**src/rtl/spi_pkg.sv**
```systemverilog
// Shared SPI types, frame constant and CPOL/CPHA edge decode.
// Reused by both the master and the slave responder.
package spi_pkg;

    typedef enum logic {
        IDLE   = 1'b0,
        ACTIVE = 1'b1
    } spi_state_e;

    localparam int SPI_FRAME_BITS = 8;

    typedef struct packed {
        logic sample;
        logic shift;
    } spi_edge_t;

    // Leading edge leaves the idle level, trailing edge returns to it.
    function automatic spi_edge_t spi_edge_decode(
        input logic cpol,
        input logic cpha,
        input logic rise,
        input logic fall
    );
        spi_edge_t e;
        logic      lead;
        logic      trail;
        lead     = cpol ? fall : rise;
        trail    = cpol ? rise : fall;
        e.sample = cpha ? trail : lead;
        e.shift  = cpha ? lead : trail;
        return e;
    endfunction

endpackage

```
**src/rtl/spi_slave_responder_if.sv**
```systemverilog
// Local byte port of the SPI slave responder.
// Slave modport is the responder, master modport is local logic.
interface spi_slave_responder_if;
    import spi_pkg::*;

    logic [SPI_FRAME_BITS-1:0] tx_data;
    logic                      tx_valid;
    logic                      tx_ready;
    logic [SPI_FRAME_BITS-1:0] rx_data;
    logic                      rx_valid;
    logic                      tx_underrun;

    modport slave (
        input  tx_data,
        input  tx_valid,
        output tx_ready,
        output rx_data,
        output rx_valid,
        output tx_underrun
    );

    modport master (
        output tx_data,
        output tx_valid,
        input  tx_ready,
        input  rx_data,
        input  rx_valid,
        input  tx_underrun
    );

endinterface

```
**src/rtl/spi_sync_edge.sv**
```systemverilog
// Pin synchronizer plus history flop with rise/fall detect.
// INIT sets the reset level of the whole chain.
module spi_sync_edge #(
    parameter int   STAGES = 2,
    parameter logic INIT   = 1'b0
) (
    input  logic clk,
    input  logic rst,
    input  logic din,
    output logic rise,
    output logic fall
);

    logic [STAGES-1:0] sync;
    logic              hist;

    // Shift the pin through the chain and keep one cycle of history.
    always_ff @(posedge clk) begin
        if (rst) begin
            sync <= {STAGES{INIT}};
            hist <= INIT;
        end else begin
            sync <= {sync[STAGES-2:0], din};
            hist <= sync[STAGES-1];
        end
    end

    assign rise = sync[STAGES-1] & ~hist;
    assign fall = ~sync[STAGES-1] & hist;

endmodule

```
**src/rtl/spi_slave_responder.sv**
```systemverilog
// SPI slave responder: oversampled SCLK/SS/MOSI, 8-bit frames.
// Define SPI_RESP_LSBFE_EN for the per-frame LSB-first option.
module spi_slave_responder
    import spi_pkg::*;
#(
    parameter int                        SYNC_STAGES = 2,
    parameter logic [SPI_FRAME_BITS-1:0] IDLE_FILL   = 8'hFF
) (
    input  logic                   PCLK,
    input  logic                   PRESET,
    input  logic                   cpol,
    input  logic                   cpha,
`ifdef SPI_RESP_LSBFE_EN
    input  logic                   lsbfe,
`endif
    input  logic                   sclk_in,
    input  logic                   ss_n_in,
    input  logic                   mosi_in,
    output logic                   miso_out,
    output logic                   miso_oe,
    output logic                   busy,
    spi_slave_responder_if.slave   bus
);

    localparam int            MSB      = SPI_FRAME_BITS - 1;
    localparam int            CW       = $clog2(SPI_FRAME_BITS);
    localparam logic [CW-1:0] LAST_BIT = CW'(SPI_FRAME_BITS - 1);

    spi_state_e               state_q;
    spi_state_e               state_d;
    logic                     sclk_rise;
    logic                     sclk_fall;
    logic                     ss_rise;
    logic                     ss_fall;
    logic [SYNC_STAGES-1:0]   mosi_sync;
    logic                     mosi_s;
    logic                     cpol_q;
    logic                     cpha_q;
`ifdef SPI_RESP_LSBFE_EN
    logic                     lsbfe_q;
`endif
    logic [CW-1:0]            bit_cnt;
    logic [MSB:0]             tx_sh;
    logic [MSB:0]             rx_sh;
    logic [MSB:0]             tx_shifted;
    logic [MSB:0]             rx_next;
    logic                     miso_bit;
    spi_edge_t                edges;
    logic                     active;
    logic                     start;
    logic                     sample_en;
    logic                     shift_en;
    logic                     frame_end;
    logic                     load;

    spi_sync_edge #(
        .STAGES (SYNC_STAGES),
        .INIT   (1'b0)
    ) u_sclk (
        .clk    (PCLK),
        .rst    (PRESET),
        .din    (sclk_in),
        .rise   (sclk_rise),
        .fall   (sclk_fall)
    );

    spi_sync_edge #(
        .STAGES (SYNC_STAGES),
        .INIT   (1'b1)
    ) u_ss (
        .clk    (PCLK),
        .rst    (PRESET),
        .din    (ss_n_in),
        .rise   (ss_rise),
        .fall   (ss_fall)
    );

    // MOSI synchronizer, same depth so it lines up with sclk edges.
    always_ff @(posedge PCLK) begin
        if (PRESET) begin
            mosi_sync <= '0;
        end else begin
            mosi_sync <= {mosi_sync[SYNC_STAGES-2:0], mosi_in};
        end
    end

    assign mosi_s = mosi_sync[SYNC_STAGES-1];

    // A shift edge while bit_cnt is 0 belongs to a freshly loaded
    // byte whose MSB is already on MISO, so it must not advance it.
    assign active    = (state_q == ACTIVE);
    assign start     = ~active & ss_fall;
    assign edges     = spi_edge_decode(cpol_q, cpha_q,
                                       sclk_rise, sclk_fall);
    assign sample_en = active & edges.sample;
    assign shift_en  = active & edges.shift & (bit_cnt != '0);
    assign frame_end = sample_en & (bit_cnt == LAST_BIT);
    assign load      = start | (frame_end & ~ss_rise);

    // State register.
    always_ff @(posedge PCLK) begin
        if (PRESET) begin
            state_q <= IDLE;
        end else begin
            state_q <= state_d;
        end
    end

    // Next state: select starts a frame, deselect aborts it.
    always_comb begin
        state_d = state_q;
        case (state_q)
            IDLE:    if (ss_fall) state_d = ACTIVE;
            ACTIVE:  if (ss_rise) state_d = IDLE;
            default: state_d = IDLE;
        endcase
    end

    // Shift direction muxing for TX, RX and the MISO bit.
    always_comb begin
`ifdef SPI_RESP_LSBFE_EN
        if (lsbfe_q) begin
            tx_shifted = {1'b0, tx_sh[MSB:1]};
            rx_next    = {mosi_s, rx_sh[MSB:1]};
            miso_bit   = tx_sh[0];
        end else begin
            tx_shifted = {tx_sh[MSB-1:0], 1'b0};
            rx_next    = {rx_sh[MSB-1:0], mosi_s};
            miso_bit   = tx_sh[MSB];
        end
`else
        tx_shifted = {tx_sh[MSB-1:0], 1'b0};
        rx_next    = {rx_sh[MSB-1:0], mosi_s};
        miso_bit   = tx_sh[MSB];
`endif
    end

    // Pin-side outputs follow the FSM state.
    always_comb begin
        busy     = active;
        miso_oe  = active;
        miso_out = active & miso_bit;
    end

    // Frame datapath: mode latch, counters, shifters, byte port.
    always_ff @(posedge PCLK) begin
        if (PRESET) begin
            cpol_q          <= 1'b0;
            cpha_q          <= 1'b0;
`ifdef SPI_RESP_LSBFE_EN
            lsbfe_q         <= 1'b0;
`endif
            bit_cnt         <= '0;
            tx_sh           <= '0;
            rx_sh           <= '0;
            bus.rx_data     <= '0;
            bus.rx_valid    <= 1'b0;
            bus.tx_ready    <= 1'b0;
            bus.tx_underrun <= 1'b0;
        end else begin
            bus.rx_valid    <= frame_end;
            bus.tx_ready    <= load & bus.tx_valid;
            bus.tx_underrun <= load & ~bus.tx_valid;
            if (start) begin
                cpol_q  <= cpol;
                cpha_q  <= cpha;
`ifdef SPI_RESP_LSBFE_EN
                lsbfe_q <= lsbfe;
`endif
            end
            if (frame_end) begin
                bus.rx_data <= rx_next;
            end
            if (start | ss_rise) begin
                bit_cnt <= '0;
            end else if (sample_en) begin
                bit_cnt <= bit_cnt + CW'(1);
            end
            if (sample_en) begin
                rx_sh <= rx_next;
            end
            if (load) begin
                tx_sh <= bus.tx_valid ? bus.tx_data : IDLE_FILL;
            end else if (shift_en) begin
                tx_sh <= tx_shifted;
            end
        end
    end

endmodule

```
**src/flat_wrapper.sv**
```systemverilog
// flat-port wrapper written by rule: the top's interface ports become plain ports
module spi_slave_responder_flat import spi_pkg::*;
#(
    parameter int                        SYNC_STAGES = 2,
    parameter logic [SPI_FRAME_BITS-1:0] IDLE_FILL   = 8'hFF
)
  (PCLK, PRESET, cpol, cpha, sclk_in, ss_n_in, mosi_in, miso_out, miso_oe, busy, bus_tx_data, bus_tx_valid, bus_tx_ready, bus_rx_data, bus_rx_valid, bus_tx_underrun);
  spi_slave_responder_if bus_i ();
  input  logic PCLK;
  input  logic PRESET;
  input  logic cpol;
  input  logic cpha;
  input  logic sclk_in;
  input  logic ss_n_in;
  input  logic mosi_in;
  output logic miso_out;
  output logic miso_oe;
  output logic busy;
  input wire logic [$bits(bus_i.tx_data)-1:0] bus_tx_data;
  input wire logic [$bits(bus_i.tx_valid)-1:0] bus_tx_valid;
  output wire logic [$bits(bus_i.tx_ready)-1:0] bus_tx_ready;
  output wire logic [$bits(bus_i.rx_data)-1:0] bus_rx_data;
  output wire logic [$bits(bus_i.rx_valid)-1:0] bus_rx_valid;
  output wire logic [$bits(bus_i.tx_underrun)-1:0] bus_tx_underrun;
  assign bus_i.tx_data = bus_tx_data;
  assign bus_i.tx_valid = bus_tx_valid;
  assign bus_tx_ready = bus_i.tx_ready;
  assign bus_rx_data = bus_i.rx_data;
  assign bus_rx_valid = bus_i.rx_valid;
  assign bus_tx_underrun = bus_i.tx_underrun;
  spi_slave_responder #(.SYNC_STAGES(SYNC_STAGES), .IDLE_FILL(IDLE_FILL)) u_core (.PCLK(PCLK), .PRESET(PRESET), .cpol(cpol), .cpha(cpha), .sclk_in(sclk_in), .ss_n_in(ss_n_in), .mosi_in(mosi_in), .miso_out(miso_out), .miso_oe(miso_oe), .busy(busy), .bus(bus_i));
endmodule
```
**config.mk**
```make
export PLATFORM = sky130hd
export DESIGN_NAME = spi_slave_responder_flat
export DESIGN_NICKNAME = d
export VERILOG_FILES = /design/src/rtl/spi_pkg.sv /design/src/rtl/spi_slave_responder_if.sv /design/src/rtl/spi_sync_edge.sv /design/src/rtl/spi_slave_responder.sv /design/src/flat_wrapper.sv
export SDC_FILE = /design/constraint.sdc
export NUM_CORES = 1
export LEC_CHECK = 0
export ABC_AREA = 1
export CORE_ASPECT_RATIO = 1.5
export CORE_MARGIN = 2
export CORE_UTILIZATION = 41
export DETAILED_ROUTE_END_ITERATION = 10
export PLACE_DENSITY = 0.67
export RECOVER_POWER = 100
export SYNTH_ARGS = -nofsm -noshare
export SYNTH_HDL_FRONTEND = slang
export SYNTH_HIERARCHICAL = 1
export SYNTH_SLANG_ARGS = --single-unit
export TNS_END_PERCENT = 10
```
**constraint.sdc**
```tcl
create_clock -name PCLK -period 1.65 [get_ports PCLK]
set_input_delay 0.33 -clock PCLK [delete_from_list [all_inputs] [get_ports PCLK]]
set_output_delay 0.33 -clock PCLK [all_outputs]
set_load 0.005 [all_outputs]
```
==> results.md <==
- Total grt overflow: 0
- #FFs+latches synth: 40
- F_max: 0.625 GHz
- Number of diodes: 0
- Layout overhead on the synthesized area: 27.4%
- WHS: 402 ps
- Via density: 4.76
- Max incr delay on CP: 480 ps
- Crit-path cells: nand2_1 -> inv_1 -> clkdlybuf4s50_1
- R2R setup slack: 160 ps
- Slew Limit Fails: 0
- Critical path destination: miso_out
- Nets: 284
- Num ports: 30
- Largest net degree at the start of global routing: 18
- Cell Rows: 28
- First-pass GRT wire length: 5.51 mm
- Max_cap viols: 0
- Min cycle time layout: 1600 ps
- Post-route ant nets: 0
- CTS Root Cell: clkbuf_8
- CTS Buf Count: 5
- Crit path buf inv count: 2
- Drt wl/cell: 10.5 um
- Commonest cells after routing, fill and taps aside: nand2_1 (39), dfxtp_1 (39), inv_1 (36)
- Delay-heaviest family, CP: buffers and inverters
- Clock sinks: 40
- Vias in the first global route: 1347
- Final Hold Viols: 0
- Reg2reg path depth: 10
- Clock Path Buffers: 2
- Final setup viols: 0
- RD Place Congestion: 0.786
- Startpoint types: flop
- Worst clock skew: 3.03 ps
- Post-CTS Setup Inserts: 0
- Slowest CP cell: clkdlybuf4s50_1
- Post-Syn Area: 1690 um^2
- Initial core utilization: 0.426
- Critical R2R Capture: u_core/tx_sh[0]$_SDFFE_PP0P_
- Synthesized area per cell: 7.34 um^2
- GRT Total Usage: 0.150
- Pwr/cell area: 842 nW/um^2
- # DRC: 0
- Clock latency on the worst-skew pair: 280 ps
- Critical Path RT: 1320 ps
- Unrepaired setup endpoints after global routing: true
- Place WS: 78.1 ps
- Yosys warns: 6
- Hold/Removal Path Class: flop to flop
- Via count: 1481
- Die area: 4660 um^2
- Slew headroom: 0.719
- DP HPWL: 2.39 mm
- Multi-input combinational cell area: 693 um^2
- Die Wd: 56.4 um
- First-pass DRT Iterations: 4
- Core area: 3960 um^2
- Sequential share of the synthesized area: 0.474
- Layout cells sized above 1: 0.120
- Initial antenna violation count: 0
- Clock-pin slew on the worst setup and hold paths: 70 ps
- Setup CP Type: flop to output port
- Setup crit end kind: output port
- Post-cts hold buffer count: 0
- DRT iter0 DRCs: 43
- CTS tree: yes
- Setup crit start: u_core/busy$_SDFF_PP0_
- Syn_nets: 249
- Reg area: 802 um^2
- Worst-Margin Slew: 422 ps
- Final worst setup slack: 48.8 ps
- Status: finished clean
- Die Height: 82.6 um
- Crit path DAT: 1270 ps
- Final Cycle Share: 0.970
- Routed WL: 3.27 mm
- Leakage: 0.986 nW
- H-Tree Depth: 2
- Mapped Cells: 230
- Yosys cell types: 24
- IO Port Bufs: 29
- Levels on crit path: 3
- Max FO, Critical Path: 5
- Fillers: 395
- Reg-to-Reg Start: u_core/u_sclk/sync[1]$_SDFF_PP0_
- Peak VDD IR: 596 uV
[worst min path at each step]
stage,from,to,cells past startpoint
finish,u_core/mosi_sync[0]$_SDFF_PP0_,u_core/mosi_sync[1]$_SDFF_PP0_,2
global route,u_core/mosi_sync[0]$_SDFF_PP0_,u_core/mosi_sync[1]$_SDFF_PP0_,2
CTS,u_core/mosi_sync[0]$_SDFF_PP0_,u_core/mosi_sync[1]$_SDFF_PP0_,2
detailed placement,u_core/mosi_sync[0]$_SDFF_PP0_,u_core/mosi_sync[1]$_SDFF_PP0_,2
global placement,u_core/mosi_sync[0]$_SDFF_PP0_,u_core/mosi_sync[1]$_SDFF_PP0_,2
floorplan,u_core/u_ss/sync[0]$_SDFF_PP1_,u_core/u_ss/sync[1]$_SDFF_PP1_,2
[cell type report]
type	count	area share
well taps	45	0.0262
multi-input cells	140	0.322
clock buffers	7	0.0402
clock inverters	1	0.00349
repair buffers	36	0.158
inverters	42	0.0768
flip-flops and latches	40	0.373
[through the flow]
step	TNS [ps]	instances	power, W	utilization	instance area (um^2)
6_report	0	311	0.00181	0.543	2150
5_1_grt	-0.0723	311	0.00190	0.543	2150
4_1_cts	0	311	0.00184	0.541	2140
3_5_place_dp	0	303	0.00117	0.517	2050
3_3_place_gp	0	303	0.00117	0.517	2050
2_1_floorplan	0	230	0.00110	-	1690
[cell families after synthesis]
family | count (synthesis) | synth area share
AOI/OAI and AO/OA | 32 | 0.100
adders and majority gates | 3 | 0.0222
buffers and inverters | 50 | 0.119
DFF | 40 | 0.474
and+or+nand+nor | 105 | 0.284
[layer usage]
metal,part of all wire,GRT usage
met1,0.43,0.164
met2,0.52,0.284
met3,0.039,0.0343
met4,0.0061,0.0500
met5,0,0
[timing repair]
| item | in CTS | in global routing |
|---|---|---|
| endpoints found under the hold margin | 0 | 0 |
| endpoints found under the setup margin | 1 | 9 |
| resized for setup | 1 | 3 |
[synth_stat cells]
library cell	instances	area, um^2
dfxtp_1	40	801
nand2_1	39	146
inv_1	36	135
nor2_1	29	109
nand3_1	17	85.1
a21oi_1	13	65.1
o21ai_1	9	45.0
nand4_1	7	43.8
o21ai_0	7	35.0
buf_2	6	30.0
or2_2	6	37.5
inv_2	4	15.0
ha_1	3	37.5
nand2_2	3	18.8
a211oi_1	2	15.0
a21oi_2	1	8.76
buf_4	1	7.51
clkbuf_1	1	3.75
clkinv_1	1	3.75
inv_4	1	6.26
nand2_4	1	11.3
nand3_2	1	10.0
nand4_2	1	12.5
nor3_1	1	5.00
[tightest hold or removal path, delay by kind of cell (launching register included)]
family / cells / cell delay, ps
buffers and inverters: 1 / 40
flip-flops: 1 / 300
AND/OR/NAND/NOR: 1 / 30
[where the power goes]
group	total, W	internal, W	switching (W)
logic	0.000148	0.0000740	0.0000741
clock network	0.000661	0.000340	0.000321
registers	0.00100	0.000989	0.0000129
total	0.00181	0.00140	0.000408
[state kept, by name, indices dropped and copies added, names as in the netlist]
signal                  flops
u_core/busy                 1
u_core/u_ss/hist            1
u_core/bus.rx_valid         1
u_core/bus.rx_data          8
u_core/mosi_sync            2
u_core/cpha_q               1
u_core/u_sclk/sync          2
u_core/bus.tx_underrun      1
u_core/u_ss/sync            2
u_core/bit_cnt              3
u_core/bus.tx_ready         1
u_core/u_sclk/hist          1
u_core/tx_sh                8
u_core/cpol_q               1
u_core/rx_sh                7
Note: power is estimated with default switching activity, not from simulation.
